==> config.mk <==
export PLATFORM = sky130hd
export DESIGN_NAME = aes_block_loader
export DESIGN_NICKNAME = d
export VERILOG_FILES = /design/src/rtl/aes_pkg.sv /design/src/rtl/aes_block_slot.sv /design/src/rtl/aes_block_loader.sv
export SDC_FILE = /design/constraint.sdc
export NUM_CORES = 1
export LEC_CHECK = 0
export ABC_CLOCK_PERIOD_IN_PS = 5600
export CAP_MARGIN = 20
export CORE_MARGIN = 3
export CORE_UTILIZATION = 40
export DETAILED_ROUTE_END_ITERATION = 10
export SLEW_MARGIN = 20
export SYNTH_ARGS = -nofsm -noshare
export SYNTH_HDL_FRONTEND = slang
export SYNTH_HIERARCHICAL = 1
export SYNTH_SLANG_ARGS = --single-unit
==> constraint.sdc <==
create_clock -name clk -period 5.6 [get_ports clk]
set_input_delay 0.84 -clock clk [delete_from_list [all_inputs] [get_ports clk]]
set_output_delay 0.84 -clock clk [all_outputs]
set_load 0.005 [all_outputs]
==> src/rtl/aes_pkg.sv <==
// Shared AES definitions: block geometry, block and byte-index types,
// and the loader's fill-side state encoding.
package aes_pkg;

  localparam int AES_BLOCK_BITS  = 128;
  localparam int AES_BLOCK_BYTES = 16;

  typedef logic [AES_BLOCK_BITS-1:0] aes_block_t;
  typedef logic [3:0]                aes_byte_idx_t;

  // FILLING accepts bytes; BLOCKED holds a complete block waiting for the slot
  typedef enum logic {
    FILLING = 1'b0,
    BLOCKED = 1'b1
  } fill_state_t;

  localparam aes_byte_idx_t LAST_IDX = 4'd15;

endpackage

==> src/rtl/aes_block_slot.sv <==
// Output register for a 128-bit block with valid/ready hold semantics.
// A block is loaded only while the slot is free, so out_block never
// changes while out_valid=1 and out_ready=0.
module aes_block_slot
  import aes_pkg::*;
(
  input  logic       clk,
  input  logic       reset,
  input  logic       load,
  input  aes_block_t load_block,
  input  logic       out_ready,
  output aes_block_t out_block,
  output logic       out_valid,
  output logic       slot_free
);

  assign slot_free = !out_valid || out_ready;

  // Capture a new block on load; otherwise drop valid once the consumer takes it
  always_ff @(posedge clk) begin
    if (!reset) begin
      out_valid <= 1'b0;
      out_block <= '0;
    end else if (load) begin
      out_valid <= 1'b1;
      out_block <= load_block;
    end else if (out_ready) begin
      out_valid <= 1'b0;
    end
  end

endmodule

==> src/rtl/aes_block_loader.sv <==
// Byte-stream to 128-bit block packer with a fill buffer and an output slot,
// so one block can fill while the previous one waits for the cipher core.
// Optional feature macro: AES_LOADER_LAST_EN adds in_last to close a block
// early, padding the remaining lanes with PAD_BYTE.
module aes_block_loader
  import aes_pkg::*;
#(
  parameter logic [7:0] PAD_BYTE = 8'h00,
  parameter int         CNT_W    = 8
) (
  input  logic             clk,
  input  logic             reset,
  input  logic [7:0]       in_byte,
  input  logic             in_valid,
  output logic             in_ready,
`ifdef AES_LOADER_LAST_EN
  input  logic             in_last,
`endif
  output logic [127:0]     out_block,
  output logic             out_valid,
  input  logic             out_ready,
  output logic [CNT_W-1:0] block_count
);

  fill_state_t   state;
  fill_state_t   state_next;
  aes_byte_idx_t idx;
  aes_block_t    fill_buf;
  aes_block_t    fill_written;
  aes_block_t    load_block;
  logic          last_flag;
  logic          accept;
  logic          close;
  logic          slot_free;
  logic          transfer;
  logic          handoff;

`ifdef AES_LOADER_LAST_EN
  assign last_flag = in_last;
`else
  assign last_flag = 1'b0;
`endif

  assign in_ready   = (state == FILLING);
  assign accept     = in_valid && in_ready;
  assign close      = accept && ((idx == LAST_IDX) || last_flag);
  assign transfer   = slot_free && ((state == BLOCKED) || close);
  assign handoff    = out_valid && out_ready;
  assign load_block = (state == BLOCKED) ? fill_buf : fill_written;

  // Fill buffer as it looks after this cycle's byte, including early-close padding
  always_comb begin
    fill_written = fill_buf;
    for (int i = 0; i < AES_BLOCK_BYTES; i++) begin
      if (aes_byte_idx_t'(i) == idx) begin
        fill_written[AES_BLOCK_BITS-8-8*i +: 8] = in_byte;
      end else if (last_flag && (aes_byte_idx_t'(i) > idx)) begin
        fill_written[AES_BLOCK_BITS-8-8*i +: 8] = PAD_BYTE;
      end
    end
  end

  // Block when a block closes into an occupied slot; resume once the slot drains
  always_comb begin
    state_next = state;
    case (state)
      FILLING: if (close && !slot_free) state_next = BLOCKED;
      BLOCKED: if (slot_free)           state_next = FILLING;
      default:                          state_next = FILLING;
    endcase
  end

  // Fill-side state register
  always_ff @(posedge clk) begin
    if (!reset) state <= FILLING;
    else        state <= state_next;
  end

  // Write accepted bytes into the fill buffer and advance the lane index
  always_ff @(posedge clk) begin
    if (!reset) begin
      idx      <= '0;
      fill_buf <= '0;
    end else if (accept) begin
      fill_buf <= fill_written;
      idx      <= close ? '0 : idx + 1'b1;
    end
  end

  // Count blocks taken by the cipher core, wrapping naturally
  always_ff @(posedge clk) begin
    if (!reset)       block_count <= '0;
    else if (handoff) block_count <= block_count + 1'b1;
  end

  aes_block_slot u_slot (
    .clk        (clk),
    .reset      (reset),
    .load       (transfer),
    .load_block (load_block),
    .out_ready  (out_ready),
    .out_block  (out_block),
    .out_valid  (out_valid),
    .slot_free  (slot_free)
  );

endmodule

Word level (Yosys, flattened, before mapping)
Cells that the tools add are included.

word-level totals
  input port bits = 12
  output and inout bits = 138
  register bits after elaboration = 270
  logic and storage cells = 59

operators by class
  bitwise operators = 1
  multiplexer cells = 23
  add/sub/neg operators = 2
  equality and inequality tests = 16
  reduce and logical (&&, ||, !) cells = 11

operator list
  operator                                                               number
  128-bit two-way mux                                                    1
  8-bit two-way mux                                                      16
  4-bit equality test (first input constant)                             8
  3-bit by 4-bit equality test with 1-bit output (first input constant)  4
  8-bit by 1-bit adder with 8-bit output (second input constant)         1
  2-bit by 4-bit equality test with 1-bit output (first input constant)  2
  1-bit logical AND                                                      5
  4-bit by 1-bit adder with 4-bit output (second input constant)         1
  1-bit by 4-bit equality test with 1-bit output (first input constant)  1
  4-bit equality test (second input constant)                            1
  4-bit zero test                                                        1
  1-bit two-way mux                                                      4
  4-bit two-way mux                                                      1
  1-bit zero test                                                        2
  1-bit logical OR                                                       2
  1-bit one-hot mux with 2 select lines                                  1
  2-bit nonzero test                                                     1
  1-bit inverter                                                         1

Depth between registers and ports, before layout
Gate-level depths: netlist of run 1.

  depth after elaboration = 6
  mapped depth = 10
  gate-level depth less buffers = 7

Hierarchy
Netlist of run 1, hierarchy kept.

by module, submodules not included
  module            seq. area each (um^2)  area each (um^2)  times used  cells an instance
  aes_block_loader  2822.7                 7413.4            1           844
  aes_block_slot    2582.5                 4997.3            1           417

Worst setup path before layout of run 1
OpenSTA, ideal clock, no wires.

  path kind = input port to flip-flop
  start point = input in_valid
  end point = register u_slot.out_block[100]
  required time = 5484 ps
  arrival = 1867 ps
  slack = 3617 ps
  library setup time = 116 ps
  path buffers = 4
  stages on the path = 8
  cells stage by stage = buf_2 a31oi_1 nor2b_1 buf_4 buf_12 buf_12 mux2i_1 nor2b_1

between the ends
  longest elaborated chain between the ends = 4

ends and longest elaborated chain
  element               RTL line                RTL
  from (decl)           aes_block_loader.sv:14  input logic in_valid,
  1-bit logical AND     aes_block_loader.sv:45  assign accept = in_valid && in_ready;
  1-bit logical AND     aes_block_loader.sv:46  assign close = accept && ((idx == LAST_IDX) || last_flag);
  1-bit logical OR      aes_block_loader.sv:47  assign transfer = slot_free && ((state == BLOCKED) || close);
  1-bit logical AND     aes_block_loader.sv:47
  named net transfer    aes_block_loader.sv:35  logic transfer;
  to (signal assigned)  aes_block_slot.sv:26    out_block <= load_block;
  to (decl)             aes_block_slot.sv:12    output aes_block_t out_block,

The timed path passes the listed nets, and every way through them passes these cells.
A chain may end at the register's enable or synchronous reset.

Final worst setup path of run 1
  start point = register state
  end point = output in_ready

between the ends
  longest elaborated chain between the ends = 1

ends and longest elaborated chain
  element                 RTL line                RTL
  from (decl)             aes_block_loader.sv:25  fill_state_t state;
  from (signal assigned)  aes_block_loader.sv:76  else state <= state_next;
  1-bit inverter          -
  to (decl)               aes_block_loader.sv:15  output logic in_ready,

Every way passes these cells.

==> flow_metrics.env, run 1 <==
export IMPL_status="complete, no violations"
export IMPL_antenna_found_initial=0
export IMPL_synth_ff_latch_count=270
export IMPL_crit_chain="inv_2 -> clkdlybuf4s50_1"
export IMPL_ant_nets=0
export IMPL_nets=1357
export IMPL_drc=0
export IMPL_initial_core_util=0.412
export IMPL_synthTopCellsByArea="dfxtp_1 (44%), mux2i_1 (10%), mux2_2 (9.8%), nor2b_1 (6.6%), a21oi_1 (5.5%)"
export IMPL_endpoint="in_ready"
export IMPL_io_pins=150
export IMPL_hold_class="reg2reg"
export IMPL_synth_edf_count=0
export IMPL_cp_slowest_stage_delay_ns=0.58
export IMPL_wl_met1_um=15100
export IMPL_crit_path_end_kind="output port"
export IMPL_cp_slowest_cell="dfxtp_1"
export IMPL_cp_start_kind="register"
export IMPL_fillers=2748
export IMPL_max_freq_ghz=0.372
export IMPL_path_clk_slew_ns=0.06
export IMPL_cts_resized=0
export IMPL_max_slew_margin=0.319
export IMPL_met2RoutedLength_um=14500
export IMPL_crit_fanout=16
export IMPL_synth_area_sq_mm=0.0124
export IMPL_cts_sinks=270
export IMPL_r2r_setup_slack_ns=2.96
export IMPL_grt_pass1_vias=8883
export IMPL_reg2reg_to="u_slot/out_block[17]$_SDFFE_PN0P_"
export IMPL_wl_um=32000
export IMPL_synth_warnings=6
export IMPL_cp_required_ns=4.76
export IMPL_dieWidth_um=182
export IMPL_synth_flop_cell="dfxtp_1"
export IMPL_first_pass_iters=5
export IMPL_cts_hold_buf=0
export IMPL_die_h_um=182
export IMPL_syn_inst=1261
export IMPL_setup_viol=0
export IMPL_hold_slack_ns=0.471
export IMPL_wl_met3_um=1820
export IMPL_grt_use_total=0.185
export IMPL_tritoncts="built"
export IMPL_drive_gt1_frac=0.163
export IMPL_core_area_sq_mm=0.0301
export IMPL_leakage_nw=4.81
export IMPL_wl_per_cell_um=18.3
export IMPL_finalMaxSlewViolations=0
export IMPL_hold_violations=0
export IMPL_syn_avg_cell_area_sq_um=9.84
export IMPL_grt_first_pass_wirelength_um=50800
export IMPL_vias=9300
export IMPL_finClkSkew_ns=0.00947
export IMPL_cap_violations=0
export IMPL_post_cts_buffers=0
export IMPL_final_area_sq_mm=0.0148
export IMPL_async_flop_share=0
export IMPL_dpl_cell_area_sq_mm=0.0139
export IMPL_clk_latency_ns=0.54
export IMPL_place_congestion=0.728
export IMPL_tns_ns=0
export IMPL_finalNonFillerCells=1750
export IMPL_worst_endpoint_arrival_ns=1.85
export IMPL_reg2regPathDepth=7
export IMPL_synth_top_area_frac=0.436
export IMPL_p_total_mw=4.00
export IMPL_finalCritPeriodShare=0.481
export IMPL_io_buffers=149
export IMPL_numCtsBuffers=29
export IMPL_yosysSeqAreaShare=0.436
export IMPL_setup_slack_ns=2.91
export IMPL_rr_startpoint="idx[2]$_SDFFE_PN0P_"
export IMPL_htreeDepth=1
export IMPL_peakVddDrop_uv=213
export IMPL_worstSetupPathType="reg2out"
export IMPL_synth_distinct_cells=44
export IMPL_vias_per_cell=5.31
export IMPL_diodes=0
export IMPL_crit_start="state$_SDFF_PN0_"
export IMPL_rows=63
export IMPL_power_density_mw_per_mm2=270
export IMPL_layout_area_overhead_vs_synth_pct=19.6
export IMPL_dp_cells=1699
export IMPL_dieArea_sq_mm=0.0332
export IMPL_fin_util=0.493
export IMPL_worst_pin_slew_ns=1.02
export IMPL_drt_iter0_drc=679
export IMPL_layout_min_cycle_time_ns=2.69
export IMPL_place_worst_setup_slack_ns=2.52
export IMPL_highest_layer="met4"
export IMPL_yosys_area_top_type="dfxtp_1"
export IMPL_place_detailed_hpwl_um=18900
export IMPL_cts_root_buffer="clkbuf_16"
export IMPL_grt_overflow_total=0
export IMPL_cts_buffer_depth=3
export IMPL_grt_max_degree=86
export IMPL_syn_num_nets=1278
export IMPL_rsz0062_at_grt="false"
-- cells in the final DEF, fill, tap and decap left out, types with 3 or more instances in the layout --
cell type	n
nor2_4	8
nand3_4	3
mux2_1	6
nand3_1	131
dfxtp_1	270
buf_4	23
nor2_1	4
nor2b_1	128
nor2_8	4
mux2_2	108
a21oi_1	137
clkdlybuf4s50_1	147
clkbuf_8	9
o21ai_0	133
clkinv_2	4
clkbuf_1	8
ha_1	5
nand3b_1	5
nand2b_1	5
inv_1	5
nand2_1	5
and3b_1	4
mux2_4	14
or3_1	4
clkbuf_16	29
mux2i_1	129
-- sequential cells by signal, indices dropped and copies added (netlist names) --
signal,cells
fill_buf,128
state,1
block_count,8
idx,4
u_slot/out_block,128
u_slot/out_valid,1
-- cells in the mapped netlist, types with 6 or more instances --
library cell  number
nor2_4             8
nand3_1          131
clkbuf_2           9
o21ai_0          133
buf_2             27
mux2_4            14
nor2b_1          130
clkbuf_1          73
mux2_1             6
mux2_2           108
buf_12            11
dfxtp_1          270
mux2i_1          129
a21oi_1          137
-- how the worst min path moves through the flow --
stage,slack [ns],start,cells after the start,endpoint
2_1_floorplan,0.45,fill_buf[40]$_SDFFE_PN0P_,2,fill_buf[40]$_SDFFE_PN0P_
3_3_place_gp,0.46,fill_buf[25]$_SDFFE_PN0P_,2,fill_buf[25]$_SDFFE_PN0P_
3_5_place_dp,0.46,fill_buf[84]$_SDFFE_PN0P_,2,fill_buf[84]$_SDFFE_PN0P_
4_1_cts,0.47,fill_buf[84]$_SDFFE_PN0P_,2,fill_buf[84]$_SDFFE_PN0P_
5_1_grt,0.49,fill_buf[84]$_SDFFE_PN0P_,2,fill_buf[84]$_SDFFE_PN0P_
6_report,0.47,fill_buf[74]$_SDFFE_PN0P_,2,fill_buf[74]$_SDFFE_PN0P_
-- logic make-up (layout without fill, tap and decap cells) --
logic type / after synthesis / after routing / share of synthesized area
multiplexers: 257 / 257 / 0.224
adder cells (fa/ha/maj): 5 / 5 / 0.00504
AND/OR/NAND/NOR: 316 / 316 / 0.158
XOR/XNOR: 3 / 3 / 0.00212
flip-flops: 270 / 270 / 0.436
buffers and inverters: 136 / 235 / 0.0637
AO/OA/AOI/OAI: 274 / 274 / 0.111
-- routing by layer --
metal  GRT usage  up-vias
met5           0        -
met4      0.0405        0
met3      0.0259       42
met2       0.286      260
met1       0.275     4430
li1            -     4568
-- worst max-delay path, delay by kind of cell, from the launching register on --
kind	cells	cell delay [ns]
buffers and inverters	2	0.73
DFF	1	0.58
-- layout make-up --
class | count | area (sq um) | area share
Timing Repair Buffer | 177 | 1760 | 0.119
Tap cell | 390 | 488 | 0.0329
Sequential cell | 270 | 5410 | 0.364
Clock inverter | 5 | 50.0 | 0.00337
Clock buffer | 46 | 880 | 0.0593
Multi-Input combinational cell | 855 | 6230 | 0.420
Inverter | 7 | 28.8 | 0.00194
-- report_power, final --
part           total (mW)  switching, mW  internal [mW]
registers            1.94        0.00513           1.93
logic               0.199          0.138         0.0618
clock network        1.87          0.760           1.11
No activity file was read; power rests on OpenSTA's default activity.
==> run 2: changes to the inputs <==
--- a/config.mk
+++ b/config.mk
@@ -5,7 +5,7 @@
 export SDC_FILE = /design/constraint.sdc
 export NUM_CORES = 1
 export LEC_CHECK = 0
-export ABC_CLOCK_PERIOD_IN_PS = 5600
+export ABC_CLOCK_PERIOD_IN_PS = 2670
 export CAP_MARGIN = 20
 export CORE_MARGIN = 3
 export CORE_UTILIZATION = 40
==> constraint.sdc (replaced) <==
create_clock -name clk -period 2.67 [get_ports clk]
set_input_delay 0.4005 -clock clk [delete_from_list [all_inputs] [get_ports clk]]
set_output_delay 0.4005 -clock clk [all_outputs]
set_load 0.005 [all_outputs]
==> run 2 against run 1 <==
Register-to-register slack worse by 2.5 ns. Via count is 1.1% higher. Clock power up 110%. Core utilization grew 0.33 points. First-iteration DRC count up 10%. Final cell count is 0.63% higher. Design area grew 0.67%. Flip-flop and latch count did not move. Die area unchanged. Clock skew fell by 0.0036 ns.
==> flow_metrics.env, run 2 (synthesized netlist as in run 1, its figures left out) <==
export IMPL_reg2regPathDepth=6
export IMPL_hold_class="in2reg"
export IMPL_max_slew_margin=0.325
export IMPL_grt_first_pass_wirelength_um=51100
export IMPL_rr_startpoint="idx[2]$_SDFFE_PN0P_"
export IMPL_finalMaxSlewViolations=0
export IMPL_first_pass_iters=5
export IMPL_layout_min_cycle_time_ns=2.27
export IMPL_grt_pass1_vias=8872
export IMPL_tns_ns=0
export IMPL_worst_endpoint_arrival_ns=1.87
export IMPL_dieWidth_um=182
export IMPL_dieArea_sq_mm=0.0332
export IMPL_cap_violations=0
export IMPL_whs_path_depth=4
export IMPL_vias_per_cell=5.34
export IMPL_cts_buffer_depth=3
export IMPL_cts_hold_buf=0
export IMPL_antenna_found_initial=0
export IMPL_peakVddDrop_uv=461
export IMPL_fin_util=0.496
export IMPL_io_pins=150
export IMPL_grt_overflow_total=0
export IMPL_mostFrequentLayoutCells="dfxtp_1 (270), clkdlybuf4s50_1 (148), a21oi_1 (137)"
export IMPL_cp_slowest_cell="dfxtp_1"
export IMPL_core_area_sq_mm=0.0301
export IMPL_max_freq_ghz=0.441
export IMPL_wl_um=32200
export IMPL_grt_max_degree=142
export IMPL_whs_endpoint="block_count[0]$_SDFFE_PN0P_"
export IMPL_leakage_nw=4.87
export IMPL_setup_slack_ns=0.404
export IMPL_clk_latency_ns=0.55
export IMPL_drc=0
export IMPL_post_cts_buffers=0
export IMPL_io_buffers=149
export IMPL_final_common_cell="dfxtp_1"
export IMPL_initial_core_util=0.412
export IMPL_finalCritPeriodShare=0.849
export IMPL_numCtsBuffers=29
export IMPL_cp_start_kind="register"
export IMPL_crit_fanout=16
export IMPL_holdCritStartpoint="reset"
export IMPL_hold_violations=0
export IMPL_top_regs="fill_buf: 128 flops, u_slot/out_block: 128 flops, block_count: 8 flops"
export IMPL_die_h_um=182
export IMPL_cts_resized=0
export IMPL_ant_nets=0
export IMPL_p_total_mw=8.48
export IMPL_place_detailed_hpwl_um=19200
export IMPL_htreeDepth=1
export IMPL_layout_area_overhead_vs_synth_pct=20.4
export IMPL_status="complete, no violations"
export IMPL_rsz0062_at_grt="false"
export IMPL_cp_required_ns=2.27
export IMPL_worst_pin_slew_ns=1.01
export IMPL_finClkSkew_ns=0.00589
export IMPL_crit_path_end_kind="output port"
export IMPL_r2r_setup_slack_ns=0.46
export IMPL_place_worst_setup_slack_ns=0.426
export IMPL_vias=9402
export IMPL_cp_slowest_stage_delay_ns=0.59
export IMPL_cts_root_buffer="clkbuf_16"
export IMPL_grt_use_total=0.186
export IMPL_rows=63
export IMPL_drive_gt1_frac=0.172
export IMPL_place_congestion=0.729
export IMPL_finalNonFillerCells=1761
export IMPL_cts_sinks=270
export IMPL_setup_viol=0
export IMPL_reg2reg_to="u_slot/out_block[86]$_SDFFE_PN0P_"
export IMPL_crit_buf_inv=2
export IMPL_diodes=0
export IMPL_drt_iter0_drc=748
export IMPL_tritoncts="built"
export IMPL_crit_chain="inv_2 -> clkdlybuf4s50_1"
export IMPL_dp_cells=1709
export IMPL_worstSetupPathType="reg2out"
export IMPL_cp_top_family="buffers and inverters"
export IMPL_wl_per_cell_um=18.3
export IMPL_nets=1367
export IMPL_power_density_mw_per_mm2=568
export IMPL_path_clk_slew_ns=0.06
-- run 2: changes by cell type in the layout (fill, tap and decap cells not counted), sizes merged --
cell           change
clkdlybuf4s50      +1
clkinv             +7
clkinvlp           +2
buf                +9
clkbuf            -10
bufinv             +1
inv                +1
-- run 2: worst max path at each step --
stage	start	end	slack, ns	depth (start not counted)
after floorplan	idx[0]$_SDFFE_PN0P_	u_slot/out_block[42]$_SDFFE_PN0P_	0.88	7
after global placement	out_ready	u_slot/out_block[114]$_SDFFE_PN0P_	0.45	7
after detailed placement	out_ready	u_slot/out_block[82]$_SDFFE_PN0P_	0.43	6
after CTS	state$_SDFF_PN0_	in_ready	0.39	2
after global routing	idx[2]$_SDFFE_PN0P_	u_slot/out_block[81]$_SDFFE_PN0P_	0.24	6
final	state$_SDFF_PN0_	in_ready	0.40	2
-- run 2: layout make-up --
class                           instances  area, sq um
Clock buffer                           36          802
Clock inverter                         16          143
Fill cell                            2774        15200
Inverter                                7         28.8
Multi-Input combinational cell        855         6230
Sequential cell                       270         5410
Tap cell                              390          488
Timing Repair Buffer                  187         1850
-- run 2: where the power goes --
group / switching, mW / internal (mW)
Clock: 1.68 / 2.32
Sequential: 0.0108 / 4.05
Combinational: 0.291 / 0.139
Total: 1.98 / 6.50
-- run 2: metal layers --
metal | vias up | share of wire | GRT usage | routed length [um]
met5 | - | 0 | 0 | 0
met4 | 0 | 0.022 | 0.0445 | 718
met3 | 53 | 0.057 | 0.0261 | 1840
met2 | 289 | 0.45 | 0.285 | 14400
met1 | 4481 | 0.47 | 0.278 | 15200
li1 | 4579 | - | - | -
-- run 2: through the flow --
step / hold WS, ns / instance area, sq um
2_1_floorplan: 0.450 / 12400
3_3_place_gp: 0.458 / 14000
3_5_place_dp: 0.464 / 14000
4_1_cts: 0.458 / 14900
5_1_grt: 0.482 / 14900
6_report: 0.432 / 14900
-- run 2: worst reg2reg max path, delay by kind of cell (launching register included) --
family,cells,cell delay (ns)
AND/OR/NAND/NOR,3,0.66
multiplexers,1,0.32
AO/OA/AOI/OAI,1,0.21
buffers and inverters,1,0.36
flip-flops,1,0.54
